File: src/rtl/sobel_pkg.sv
// ---------------------------------------------------------------------------
// sobel_pkg
// Shared definitions for the Sobel window scheduler:
//   PIX_W_DEFAULT - default pixel width in bits
//   WIN_W         - packed 3x3 window width for the default pixel width
//   state_e       - scheduler FSM states
//   SLOT_*        - window slot indices; slot s occupies bits [s*PIX_W +: PIX_W]
//   slot_idx()    - maps (column, row) inside the window to its slot
// ---------------------------------------------------------------------------
package sobel_pkg;

  localparam int PIX_W_DEFAULT = 8;
  localparam int WIN_W         = 9 * PIX_W_DEFAULT;

  typedef enum logic [1:0] {
    S_IDLE,
    S_RUN,
    S_FLUSH,
    S_DONE
  } state_e;

  // Column-major, most significant slot first (engine bus order).
  localparam int SLOT_TL = 8;
  localparam int SLOT_ML = 7;
  localparam int SLOT_BL = 6;
  localparam int SLOT_TC = 5;
  localparam int SLOT_CC = 4;
  localparam int SLOT_BC = 3;
  localparam int SLOT_TR = 2;
  localparam int SLOT_MR = 1;
  localparam int SLOT_BR = 0;

  // col: 0=left..2=right, row: 0=top..2=bottom
  function automatic int slot_idx(input int col, input int row);
    return SLOT_TL - (3 * col + row);
  endfunction

endpackage

File: src/rtl/sobel_line_buffer.sv
// ---------------------------------------------------------------------------
// sobel_line_buffer
// One image line of pixels. Single port: the read at addr_i returns the value
// stored before this cycle's write, so a column can be read and replaced in
// the same cycle.
//   clk     - clock
//   we_i    - write enable
//   addr_i  - column address
//   wdata_i - pixel to store
//   rdata_o - pixel currently stored at addr_i (pre-write value)
// ---------------------------------------------------------------------------
module sobel_line_buffer #(
  parameter int DEPTH = 64,
  parameter int DW    = 8,
  parameter int AW    = 6
) (
  input  logic          clk,
  input  logic          we_i,
  input  logic [AW-1:0] addr_i,
  input  logic [DW-1:0] wdata_i,
  output logic [DW-1:0] rdata_o
);

  logic [DW-1:0] mem_q [DEPTH];

  always_ff @(posedge clk) begin
    if (we_i) begin
      mem_q[addr_i] <= wdata_i;
    end
  end

  assign rdata_o = mem_q[addr_i];

endmodule

File: src/rtl/sobel_window_scheduler.sv
// ---------------------------------------------------------------------------
// sobel_window_scheduler
// Accepts one raster-order frame as a pixel stream and issues one packed 3x3
// window per interior pixel to the Sobel engine.
//   clk       - rising-edge clock
//   reset     - asynchronous, active-low reset
//   start     - begins a frame when idle
//   busy      - high from accepted start until done
//   done      - one-cycle pulse after the last window handshake
//   pix_valid/pix_data/pix_ready - input pixel stream
//   win_valid/win_data/win_ready - output window stream
//   win_count - windows handshaked in the current or last frame (saturating)
// ---------------------------------------------------------------------------
module sobel_window_scheduler import sobel_pkg::*; #(
  parameter int IMG_W = 64,
  parameter int IMG_H = 64,
  parameter int PIX_W = PIX_W_DEFAULT
) (
  input  logic               clk,
  input  logic               reset,
  input  logic               start,
  output logic               busy,
  output logic               done,
  input  logic               pix_valid,
  input  logic [PIX_W-1:0]   pix_data,
  output logic               pix_ready,
  output logic               win_valid,
  output logic [9*PIX_W-1:0] win_data,
  input  logic               win_ready,
  output logic [15:0]        win_count
);

  localparam int CW = $clog2(IMG_W);
  localparam int RW = $clog2(IMG_H);
  localparam logic [CW-1:0] COL_LAST = CW'(IMG_W - 1);
  localparam logic [RW-1:0] ROW_LAST = RW'(IMG_H - 1);

  state_e                     state_q;
  logic [CW-1:0]              col_q;
  logic [RW-1:0]              row_q;
  logic                       busy_q;
  logic                       done_q;
  logic                       win_valid_q;
  logic [9*PIX_W-1:0]         win_data_q;
  logic [15:0]                win_count_q;

  // Window shift register, indexed [column][row]; column 2 is the newest.
  logic [2:0][2:0][PIX_W-1:0] shift_q;
  logic [2:0][2:0][PIX_W-1:0] shift_d;
  logic [9*PIX_W-1:0]         win_pack_d;

  logic [PIX_W-1:0]           lb0_rd;
  logic [PIX_W-1:0]           lb1_rd;
  logic                       xfer;
  logic                       hs;
  logic                       win_load;

  assign pix_ready = (state_q == S_RUN) && (!win_valid_q || win_ready);
  assign xfer      = pix_valid && pix_ready;
  assign hs        = win_valid_q && win_ready;
  // Only pixels with two columns and two rows behind them close a window;
  // this also hides the stale columns left in shift_q across a row wrap.
  assign win_load  = xfer && (row_q >= RW'(2)) && (col_q >= CW'(2));

  // lb0 holds the previous line, lb1 the one before it.
  sobel_line_buffer #(.DEPTH(IMG_W), .DW(PIX_W), .AW(CW)) u_lb0 (
    .clk     (clk),
    .we_i    (xfer),
    .addr_i  (col_q),
    .wdata_i (pix_data),
    .rdata_o (lb0_rd)
  );

  sobel_line_buffer #(.DEPTH(IMG_W), .DW(PIX_W), .AW(CW)) u_lb1 (
    .clk     (clk),
    .we_i    (xfer),
    .addr_i  (col_q),
    .wdata_i (lb0_rd),
    .rdata_o (lb1_rd)
  );

  always_comb begin
    shift_d       = shift_q;
    shift_d[0]    = shift_q[1];
    shift_d[1]    = shift_q[2];
    shift_d[2][0] = lb1_rd;
    shift_d[2][1] = lb0_rd;
    shift_d[2][2] = pix_data;
  end

  // The issued window is the post-shift content, so it includes this pixel.
  genvar gi, gj;
  generate
    for (gi = 0; gi < 3; gi++) begin : g_col
      for (gj = 0; gj < 3; gj++) begin : g_row
        assign win_pack_d[slot_idx(gi, gj)*PIX_W +: PIX_W] = shift_d[gi][gj];
      end
    end
  endgenerate

  // Window contents are fully overwritten before first use; no reset needed.
  always_ff @(posedge clk) begin
    if (xfer) begin
      shift_q <= shift_d;
    end
  end

  always_ff @(posedge clk or negedge reset) begin
    if (!reset) begin
      state_q     <= S_IDLE;
      col_q       <= '0;
      row_q       <= '0;
      busy_q      <= 1'b0;
      done_q      <= 1'b0;
      win_valid_q <= 1'b0;
      win_data_q  <= '0;
      win_count_q <= '0;
    end else begin
      done_q <= 1'b0;

      if (hs) begin
        win_valid_q <= 1'b0;
        if (win_count_q != 16'hFFFF) begin
          win_count_q <= win_count_q + 16'd1;
        end
      end

      // A new window overrides the handshake drop above: no bubble.
      if (win_load) begin
        win_valid_q <= 1'b1;
        win_data_q  <= win_pack_d;
      end

      case (state_q)
        S_IDLE: begin
          if (start) begin
            state_q     <= S_RUN;
            busy_q      <= 1'b1;
            col_q       <= '0;
            row_q       <= '0;
            win_count_q <= '0;
          end
        end
        S_RUN: begin
          if (xfer) begin
            if (col_q == COL_LAST) begin
              col_q <= '0;
              row_q <= (row_q == ROW_LAST) ? '0 : row_q + 1'b1;
            end else begin
              col_q <= col_q + 1'b1;
            end
            if ((row_q == ROW_LAST) && (col_q == COL_LAST)) begin
              state_q <= S_FLUSH;
            end
          end
        end
        S_FLUSH: begin
          if (!win_valid_q || hs) begin
            state_q <= S_DONE;
            busy_q  <= 1'b0;
            done_q  <= 1'b1;
          end
        end
        S_DONE: begin
          state_q <= S_IDLE;
        end
        default: begin
          state_q <= S_IDLE;
        end
      endcase
    end
  end

  assign busy      = busy_q;
  assign done      = done_q;
  assign win_valid = win_valid_q;
  assign win_data  = win_data_q;
  assign win_count = win_count_q;

endmodule

File: config.mk
export PLATFORM = sky130hd
export DESIGN_NAME = sobel_window_scheduler
export DESIGN_NICKNAME = d
export VERILOG_FILES = /design/src/rtl/sobel_pkg.sv /design/src/rtl/sobel_line_buffer.sv /design/src/rtl/sobel_window_scheduler.sv
export SDC_FILE = /design/constraint.sdc
export NUM_CORES = 1
export LEC_CHECK = 0
export CAP_MARGIN = 20
export CORE_MARGIN = 2
export CORE_UTILIZATION = 45
export CTS_CLUSTER_DIAMETER = 60
export DETAILED_ROUTE_END_ITERATION = 6
export PLACE_DENSITY_LB_ADDON = 0.1
export SETUP_SLACK_MARGIN = 0.4
export SLEW_MARGIN = 20
export SYNTH_ARGS = -nofsm -noshare
export SYNTH_HDL_FRONTEND = slang
export SYNTH_SLANG_ARGS = --single-unit
File: constraint.sdc
create_clock -name clk -period 4.9 [get_ports clk]
set_input_delay 0.98 -clock clk [delete_from_list [all_inputs] [get_ports clk]]
set_output_delay 0.98 -clock clk [all_outputs]
set_load 0.02 [all_outputs]
* Word level (Yosys, flattened, before mapping)
Memory sizes are Yosys's and may differ from the RTL's. Cells that the tools add are included.
Word-level totals: memories kept 2, logic and storage cells 75, input port bits 13, register bits 153, bits in writable memories 1024
Memory list:
- u_lb0.mem_q | depth 64, bits a word 8, rd ports 1, clocked after Yosys merged registers in 0, wr ports 1, line sobel_line_buffer.sv:24 | logic [DW-1:0] mem_q [DEPTH];
- u_lb1.mem_q | depth 64, bits a word 8, rd ports 1, clocked after Yosys merged registers in 0, wr ports 1, line sobel_line_buffer.sv:24
Operators by class: reductions and logical operators 17, add/sub/neg operators 3, equal/unequal tests 11, muxes and demuxes 26, order comparisons 2
Operator list (number):
- 2-to-1 mux 16 bit | 4
- 2-to-1 mux 6 bit | 6
- case mux 6 bit (2 select lines) | 2
- adder 16 x 1 -> 16 bit (second input constant) | 1
- inequality test 16 bit (second input constant) | 1
- adder 6 x 1 -> 6 bit (second input constant) | 2
- equality test 6 bit (second input constant) | 2
- greater-or-equal comparator 6 x 2 -> 1 bit (second input constant) | 2
- 2-to-1 mux 1 bit | 8
- 2-to-1 mux 2 bit | 4
- case mux 2 bit (4 select lines) | 1
- AND reduction 4 bit | 2
- logical AND 1 bit | 6
- inequality test 2 bit (second input constant) | 3
- AND reduction 3 bit | 2
- nonzero test 2 bit | 3
- equality test 2 bit (second input constant) | 2
- inequality test 2 x 1 -> 1 bit (second input constant) | 2
- equality test 2 x 1 -> 1 bit (second input constant) | 1
- logical NOT 2 bit | 1
- logical OR 1 bit | 2
- case mux 1 bit (2 select lines) | 1
- logical NOT 1 bit | 1

* Longest topological paths before layout
Gate-level depths: netlist of run 1.
word-level depth 7, depth in mapped cells 10, gate-level depth less buffers 7

* Hierarchy
Synthesis of run 1 repeated with hierarchy kept, for this count alone.
Unflattened totals: cells, all modules 2732, area total of the unflattened synthesis 46689.8 um2
By module, submodules not included:
- sobel_line_buffer | cells each 1163, area each 20289.5 um2, instances 2
- sobel_window_scheduler | cells each 406, area each 6110.9 um2, instances 1

* Worst setup path before layout of run 1
Ideal clock, no wire load.
kind input -> register, from in win_ready, to mem u_lb0.mem_q[51][0] (enable), data required time 4470 ps, path slack 640 ps, stages 5, setup time 430 ps, arrival 3830 ps, cell sequence nand2b_1 > nand3_1 > clkinv_1 > nand2_1 > nor4_1
On the way: longest elaborated chain between the ends 5
Ends and longest elaborated chain:
- start, declared | line sobel_window_scheduler.sv:29 | input logic win_ready,
- logical OR 1 bit | line sobel_window_scheduler.sv:58 | assign pix_ready = (state_q == S_RUN) && (!win_valid_q || win_ready);
- logical AND 1 bit | line sobel_window_scheduler.sv:58
- logical AND 1 bit | line sobel_window_scheduler.sv:59 | assign xfer = pix_valid && pix_ready;
- named net u_lb0.we_i | line sobel_line_buffer.sv:18 | input logic we_i,
- 2-to-1 mux 1 bit | line sobel_line_buffer.sv:27 | if (we_i) begin
- 2-to-1 mux 1 bit (not written as such) | line sobel_line_buffer.sv:28 | mem_q[addr_i] <= wdata_i;
- end, declared | line sobel_line_buffer.sv:24
The timed path passes the listed nets, and every way through them passes these cells.

* Worst setup path in the final report of run 1
from reg col_q[3], to mem u_lb1.mem_q[30][6], data pin
On the way: longest elaborated chain between the ends 1
Ends and longest elaborated chain:
- start, declared | line sobel_window_scheduler.sv:39 | logic [CW-1:0] col_q;
- start signal, assigned | line sobel_window_scheduler.sv:150 | col_q <= col_q + 1'b1;
- memory (64 x 8 bit)
- named net lb0_rd[6] | line sobel_window_scheduler.sv:52 | logic [PIX_W-1:0] lb0_rd;
- end, declared | line sobel_line_buffer.sv:24
The timed path passes the listed nets, and every way through them passes these cells.

==> impl_metrics.py, run 1 <==
metrics = {
    "global_routing": {
        "grt_usage": 0.2646,
        "grt_start_max_net_pins": 99,
        "grt_pass1_vias": 27160,
        "grt_first_pass_wirelength_mm": 196.4,
        "gr-total-overflow": 0,
        "antenna_found_initial": 5,
    },
    "sta": {
        "fin_ws_ns": 0.6324,
        "timing.fmax_mhz": 234.3,
        "period_share": 0.8709,
        "setup_viol_count_final": 0,
        "tightest_slew_ns": 1.149,
        "fin_skew_ns": 0.03813,
        "period_minus_slack_ns": 4.268,
        "finalSetupTns_ns": 0,
        "relSlewSlack": 0.2320,
        "whs_ns": 0.3227,
        "maxSlewViolCount": 0,
        "rsz0062_at_grt": "no",
        "hold_viol_final": 0,
    },
    "placement": {
        "io_buffer_count": 104,
        "gp_congestion": 0.9294,
        "post-place-cells": 4240,
        "dp_slack_ns": 0.5824,
        "dpl.hpwl_mm": 86.27,
    },
    "critical_path": {
        "critPathKind": "reg -> reg",
        "endpoint_kind": "flop",
        "worstPathMaxFanout": 65,
        "cp-start-kind": "flop",
        "crit_arrival_ns": 4.66,
        "ff2ff_path_depth": 8,
        "worst_ep_required_time_ns": 5.29,
        "r2r_start": "col_q[3]$_DFFE_PN0P_",
        "r2r_setup_slack_ns": 0.63,
        "startpoint": "col_q[3]$_DFFE_PN0P_",
        "r2r-end": "u_lb1.mem_q[30][6]$_DFFE_PP_",
    },
    "route": {
        "viasPerCell": 6.174,
        "routedWlPerCell_um": 30.80,
        "wirelength_mm": 137.7,
        "drt_iter0_markers": 3394,
        "drc_errors": 0,
        "vias": 27590,
        "ant_nets": 0,
        "dr.pass1.iters": 6,
    },
    "logic_synthesis": {
        "synthAdderAreaFrac": 0.002192,
        "ys_types": 76,
        "async_flop_share": 0.08921,
        "yosys_warnings": 0,
        "seq_area_frac_synth": 0.7626,
        "synth_nets": 2821,
        "yosys.area_share.simple": 0.05765,
        "synth-xor-area-share": 0.002685,
        "synth_edf_count": 1072,
        "synth-compound-area-share": 0.1193,
        "synth_common_cells": "1072 x edfxtp_1, 265 x a22oi_1, 231 x nand2_1",
        "synth_top_area_frac": 0.7050,
        "ys_ff_latch": 1177,
        "synth_top_family_by_area": "compound AO/OA/AOI/OAI gates",
        "synth.area.top_cells": "edfxtp_1 71%, dfrtp_1 5.8%, a22oi_1 4.4%",
        "yosysMostFrequentCell": "edfxtp_1",
        "avgSynthCellArea_um2": 16.31,
        "yosys-mux-area-fraction": 0.03187,
        "synth_area_um2": 45660,
        "synth_ff_type": "edfxtp_1",
        "yosys.area.top_type": "edfxtp_1",
        "syn_inst": 2800,
    },
    "clocking": {
        "cts_tree": "built",
        "numCtsBuffers": 121,
        "cts.sink_count": 1177,
        "cts_setup_buffers": 0,
        "clockBufferDepth": 3,
        "cts_root_buffer": "clkbuf_16",
        "cts.reportedPaths.clkPinSlew_ns": 0.06,
        "clkLatencyLatePin_ns": 0.72,
        "htreeDepth": 3,
    },
    "run": {
        "cap_violations": 0,
    },
    "final_layout": {
        "drive_gt1_frac": 0.1655,
        "nets": 3029,
        "area_growth_pct": 16.21,
        "diodes": 0,
        "finalNonFillerCells": 4469,
    },
    "die": {
        "core.rowCount": 116,
        "boundaryPins": 105,
        "dieHeight_um": 322.5,
        "core-area_um2": 100300,
        "die_area_um2": 104000,
        "start_util": 0.4553,
        "die_x_um": 322.5,
    },
    "pwr": {
        "power_leakage_nw": 17.50,
        "irDropWorstVdd_mv": 0.5586,
        "total_power_mw": 30.73,
        "powerDensity_nw_per_um2": 579.1,
    },
    "outcome": {
        "status": "completed",
    },
    "worst_hold_path": {
        "hold_path.class": "in -> async",
    },
}
-- how the worst max path moves through the flow --
stage          slack (ns)  cells past startpoint                           end
3_5_place_dp         0.58                      8  u_lb1.mem_q[46][6]$_DFFE_PP_
5_1_grt              0.58                      8  u_lb1.mem_q[42][6]$_DFFE_PP_
6_report             0.63                      8  u_lb1.mem_q[30][6]$_DFFE_PP_
2_1_floorplan        0.64                      5  u_lb0.mem_q[51][0]$_DFFE_PP_
4_1_cts              0.55                      8  u_lb1.mem_q[26][6]$_DFFE_PP_
3_3_place_gp         0.58                      8  u_lb1.mem_q[46][6]$_DFFE_PP_
-- where the power goes --
| group | internal, mW | total, mW | switching [mW] |
|---|---|---|---|
| Clock | 5.37 | 9.20 | 3.83 |
| Sequential | 13.0 | 13.5 | 0.496 |
| Combinational | 2.39 | 8.05 | 5.67 |
| Total | 20.7 | 30.7 | 9.99 |
-- critical path: stages (launching register included) --
cell      delay, ns
dfrtp_1        1.04
and3_1         0.66
nand2_1        0.49
o22ai_1        0.44
nor4b_2        0.15
buf_4          0.16
o2111a_1       0.21
nand4b_1       0.12
buf_4          0.58
-- registers in the layout (all words and copies together), names as in the netlist, 2 cells and up --
name and count:
win_data 72, u_lb0.mem_q 512, col_q 6, u_lb1.mem_q 512
state_q 2, win_count 16, shift_d 48, row_q 6
-- layout by cell type, fill, tap and decap left out, types with 9 or more instances in the layout --
master / instances
edfxtp_1: 1072
a22oi_1: 265
nand2_1: 227
buf_4: 173
nor2_1: 128
clkbuf_16: 123
a221oi_1: 103
dfrtp_1: 102
clkdlybuf4s50_1: 95
o22ai_1: 92
mux2_2: 65
a21oi_1: 55
o21ai_0: 42
clkbuf_1: 31
a22o_1: 29
nor3_1: 26
nand3b_1: 25
mux2i_1: 25
mux4_2: 21
nand3_1: 21
clkinv_1: 21
a211oi_1: 20
clkinv_2: 18
o221ai_1: 17
nand2b_1: 15
a2bb2oi_1: 14
buf_12: 13
clkbuf_8: 12
and3_1: 11
bufinv_16: 11
inv_1: 10
nand4_1: 10
nand4b_1: 9
-- through the flow --
| step | util | instance area (µm²) |
|---|---|---|
| after floorplan | - | 45660 |
| after global placement | 0.4885 | 49000 |
| after detailed placement | 0.4886 | 49010 |
| after CTS | 0.5284 | 53000 |
| after global routing | 0.5291 | 53060 |
| final | 0.5291 | 53060 |
-- layer usage --
layer  track usage  share of wire
met4       0.09605          0.038
met3       0.05645          0.090
met1        0.3680           0.41
met5             0       0.000094
met2        0.4123           0.46
-- repair_timing --
item	in CTS	in global routing
resized for setup	0	1
hold buffers	0	0
endpoints found under the setup margin	0	65
-- cell type report --
class                      count  area, µm²
sequential                  1177      34830
multi-input combinational   1406       9897
timing repair buffer         289       2595
clock buffer                 166       3359
clock inverter                61      631.9
tap                         1357       1698
fill                        8082      47230
inverter                      13      48.80
-- logic make-up after synthesis --
group                    after synthesis
XOR/XNOR                              14
multiplexers                         111
AND/OR/NAND/NOR                      551
AO/OA/AOI/OAI                        722
flip-flops                          1177
buffers and inverters                217
adder cells (fa/ha/maj)                8
(Power assumes the default switching activity.)
==> inputs of run 2 (changes only) <==
Settings changed: DONT_BUFFER_PORTS from default to 1, GPL_TIMING_DRIVEN from default to 0.
==> impl_metrics.py, run 2 (same netlist as run 1, synthesis figures left out) <==
metrics = {
    "pwr": {
        "power_frac_clock": 0.301,
        "irDropWorstVdd_mv": 0.4423,
        "net-switching-power_mw": 10.78,
        "seq_power_share": 0.438,
        "p_int_mw": 20.53,
        "powerDensity_nw_per_um2": 591.6,
        "comb_power_share": 0.261,
        "power_leakage_nw": 17.43,
        "switching_share": 0.3444,
    },
    "placement": {
        "dpl.hpwl_mm": 110.7,
        "io_buffer_count": 0,
        "dp_slack_ns": -0.1005,
        "gp_congestion": 1.072,
        "placed_area_um2": 48680,
    },
    "clocking": {
        "clockBufferDepth": 3,
        "htreeDepth": 4,
        "numCtsBuffers": 132,
        "cts_root_buffer": "clkbuf_16",
        "cts_tree": "built",
        "clkLatencyLatePin_ns": 0.75,
        "cts.sink_count": 1177,
        "cts.reportedPaths.clkPinSlew_ns": 0.06,
    },
    "sta": {
        "timing.fmax_mhz": 214.7,
        "fin_ws_ns": 0.2424,
        "setup_viol_count_final": 0,
        "period_minus_slack_ns": 4.658,
        "maxSlewViolCount": 0,
        "rsz0062_at_grt": "yes",
        "hold_viol_final": 0,
        "period_share": 0.9505,
        "tightest_slew_ns": 1.216,
        "fin_skew_ns": 0.02902,
        "relSlewSlack": 0.1856,
    },
    "final_layout": {
        "fillers": 8130,
        "area_growth_pct": 15.90,
        "multiInputGateArea_um2": 10160,
        "fin_area_um2": 52920,
        "drive_gt1_frac": 0.1853,
        "final-seq-area_um2": 34820,
        "final_cell_mix": "1072 x edfxtp_1, 265 x a22oi_1, 227 x nand2_1",
        "layout_commonest_cell": "edfxtp_1",
        "nets": 3037,
    },
    "critical_path": {
        "r2r_setup_slack_ns": 0.24,
        "cpPeakStageDelay_ns": 0.80,
        "crit_arrival_ns": 5.11,
        "cp_slowest_cell": "nand3_1",
        "worstPathCellList": "buf_4, buf_2, buf_2, buf_2, buf_2, nand3_1, nor2_2, buf_8",
        "worstPathMaxFanout": 10,
        "endpoint_kind": "flop",
        "cp-start-kind": "flop",
        "critPathKind": "reg -> reg",
        "r2r_start": "col_q[2]$_DFFE_PN0P_",
        "ff2ff_path_depth": 8,
        "path_common_cell": "buf_2",
        "r2r-end": "u_lb1.mem_q[44][1]$_DFFE_PP_",
        "worst_ep_required_time_ns": 5.35,
    },
    "global_routing": {
        "antenna_found_initial": 8,
        "grt_usage": 0.3058,
        "grt_start_max_net_pins": 106,
        "grt_first_pass_wirelength_mm": 217.5,
        "gr-total-overflow": 0,
        "grt_pass1_vias": 27830,
    },
    "die": {
        "core.rowCount": 116,
        "die_area_um2": 104000,
        "boundaryPins": 105,
        "die_x_um": 322.5,
        "start_util": 0.4553,
        "dieHeight_um": 322.5,
        "core-area_um2": 100300,
    },
    "route": {
        "drc_errors": 0,
        "ant_nets": 0,
        "wirelength_mm": 158.6,
        "viasPerCell": 6.373,
        "vias": 28550,
        "dr.pass1.iters": 6,
        "routedWlPerCell_um": 35.41,
        "drt_iter0_markers": 3863,
    },
    "outcome": {
        "status": "completed",
    },
    "run": {
        "cap_violations": 0,
    },
    "worst_hold_path": {
        "hold_path.class": "in -> async",
    },
}
run 2: cell count changes in the layout (fill, tap and decap cells not counted), sizes merged:
cell	change
diode	+3
inv	+2
buf	+12
clkdlybuf4s15	+1
clkbuf	+99
clkinv	-5
clkdlybuf4s50	-95
bufinv	-7
run 2: worst max path at each step:
stage / startpoint / end / slack, ns / cells after the start
after floorplan: win_ready / u_lb0.mem_q[51][0]$_DFFE_PP_ / 0.64 / 5
after CTS: col_q[2]$_DFFE_PN0P_ / u_lb1.mem_q[12][1]$_DFFE_PP_ / 0.42 / 7
after global routing: col_q[2]$_DFFE_PN0P_ / u_lb0.mem_q[44][2]$_DFFE_PP_ / 0.36 / 8
after global placement: col_q[0]$_DFFE_PN0P_ / u_lb1.mem_q[0][0]$_DFFE_PP_ / -3.06 / 9
final: col_q[2]$_DFFE_PN0P_ / u_lb1.mem_q[44][1]$_DFFE_PP_ / 0.24 / 8
after detailed placement: col_q[1]$_DFFE_PN0P_ / u_lb1.mem_q[42][4]$_DFFE_PP_ / -0.10 / 12
run 2: per-layer routing:
| metal | vias up | track usage | routed length (µm) |
|---|---|---|---|
| met3 | 307 | 0.08432 | 16740 |
| met2 | 1650 | 0.4674 | 72560 |
| met1 | 14820 | 0.4086 | 62040 |
| li1 | 11760 | - | - |
| met5 | - | 0 | 33 |
| met4 | 4 | 0.1402 | 7237 |
run 2: worst max-delay path: cells and delay by family (launching register included):
kind	cells	cell delay, ns
simple gates	2	1.57
buf+inv	6	2.18
flops	1	0.57
run 2: repair_timing:
action | in CTS | in global routing
hold buffers | 1 | 0
resized for setup | 5 | 8
setup buffers | 4 | 1
endpoints found under the setup margin | 211 | 131
hold endpoints to repair | 105 | 0
run 2: through the flow:
stage	setup TNS [ns]	instances	utilization	power (mW)	hold WS [ns]
global placement	-1448.48	4157	0.4722	20.77	0.4245
global route	0	4476	0.5276	32.16	0.1577
floorplan	0	2800	-	17.59	0.4146
detailed placement	-4.559	4233	0.4854	21.82	0.4276
CTS	0	4475	0.5270	31.22	0.1586
finish	0	4479	0.5277	31.31	0.1344
run 2: area by class of cell:
type | instances | area share
clock buffers | 186 | 0.06937
flip-flops and latches | 1177 | 0.6579
inverters | 13 | 0.0009457
well taps | 1357 | 0.03208
multi-input cells | 1406 | 0.1920
diodes | 3 | 0.0001419
clock inverters | 51 | 0.008180
repair buffers | 82 | 0.01958
plain buffers | 204 | 0.01979
run 2: power by group through the flow:
stage               logic [mW]  registers, mW  clock network [mW]
floorplan                 3.72           13.9                   0
global placement          6.80           14.0                   0
detailed placement        7.91           13.9                   0
CTS                       8.00           13.7                9.51
global route              8.48           13.7                9.93
finish                    8.18           13.7                9.42
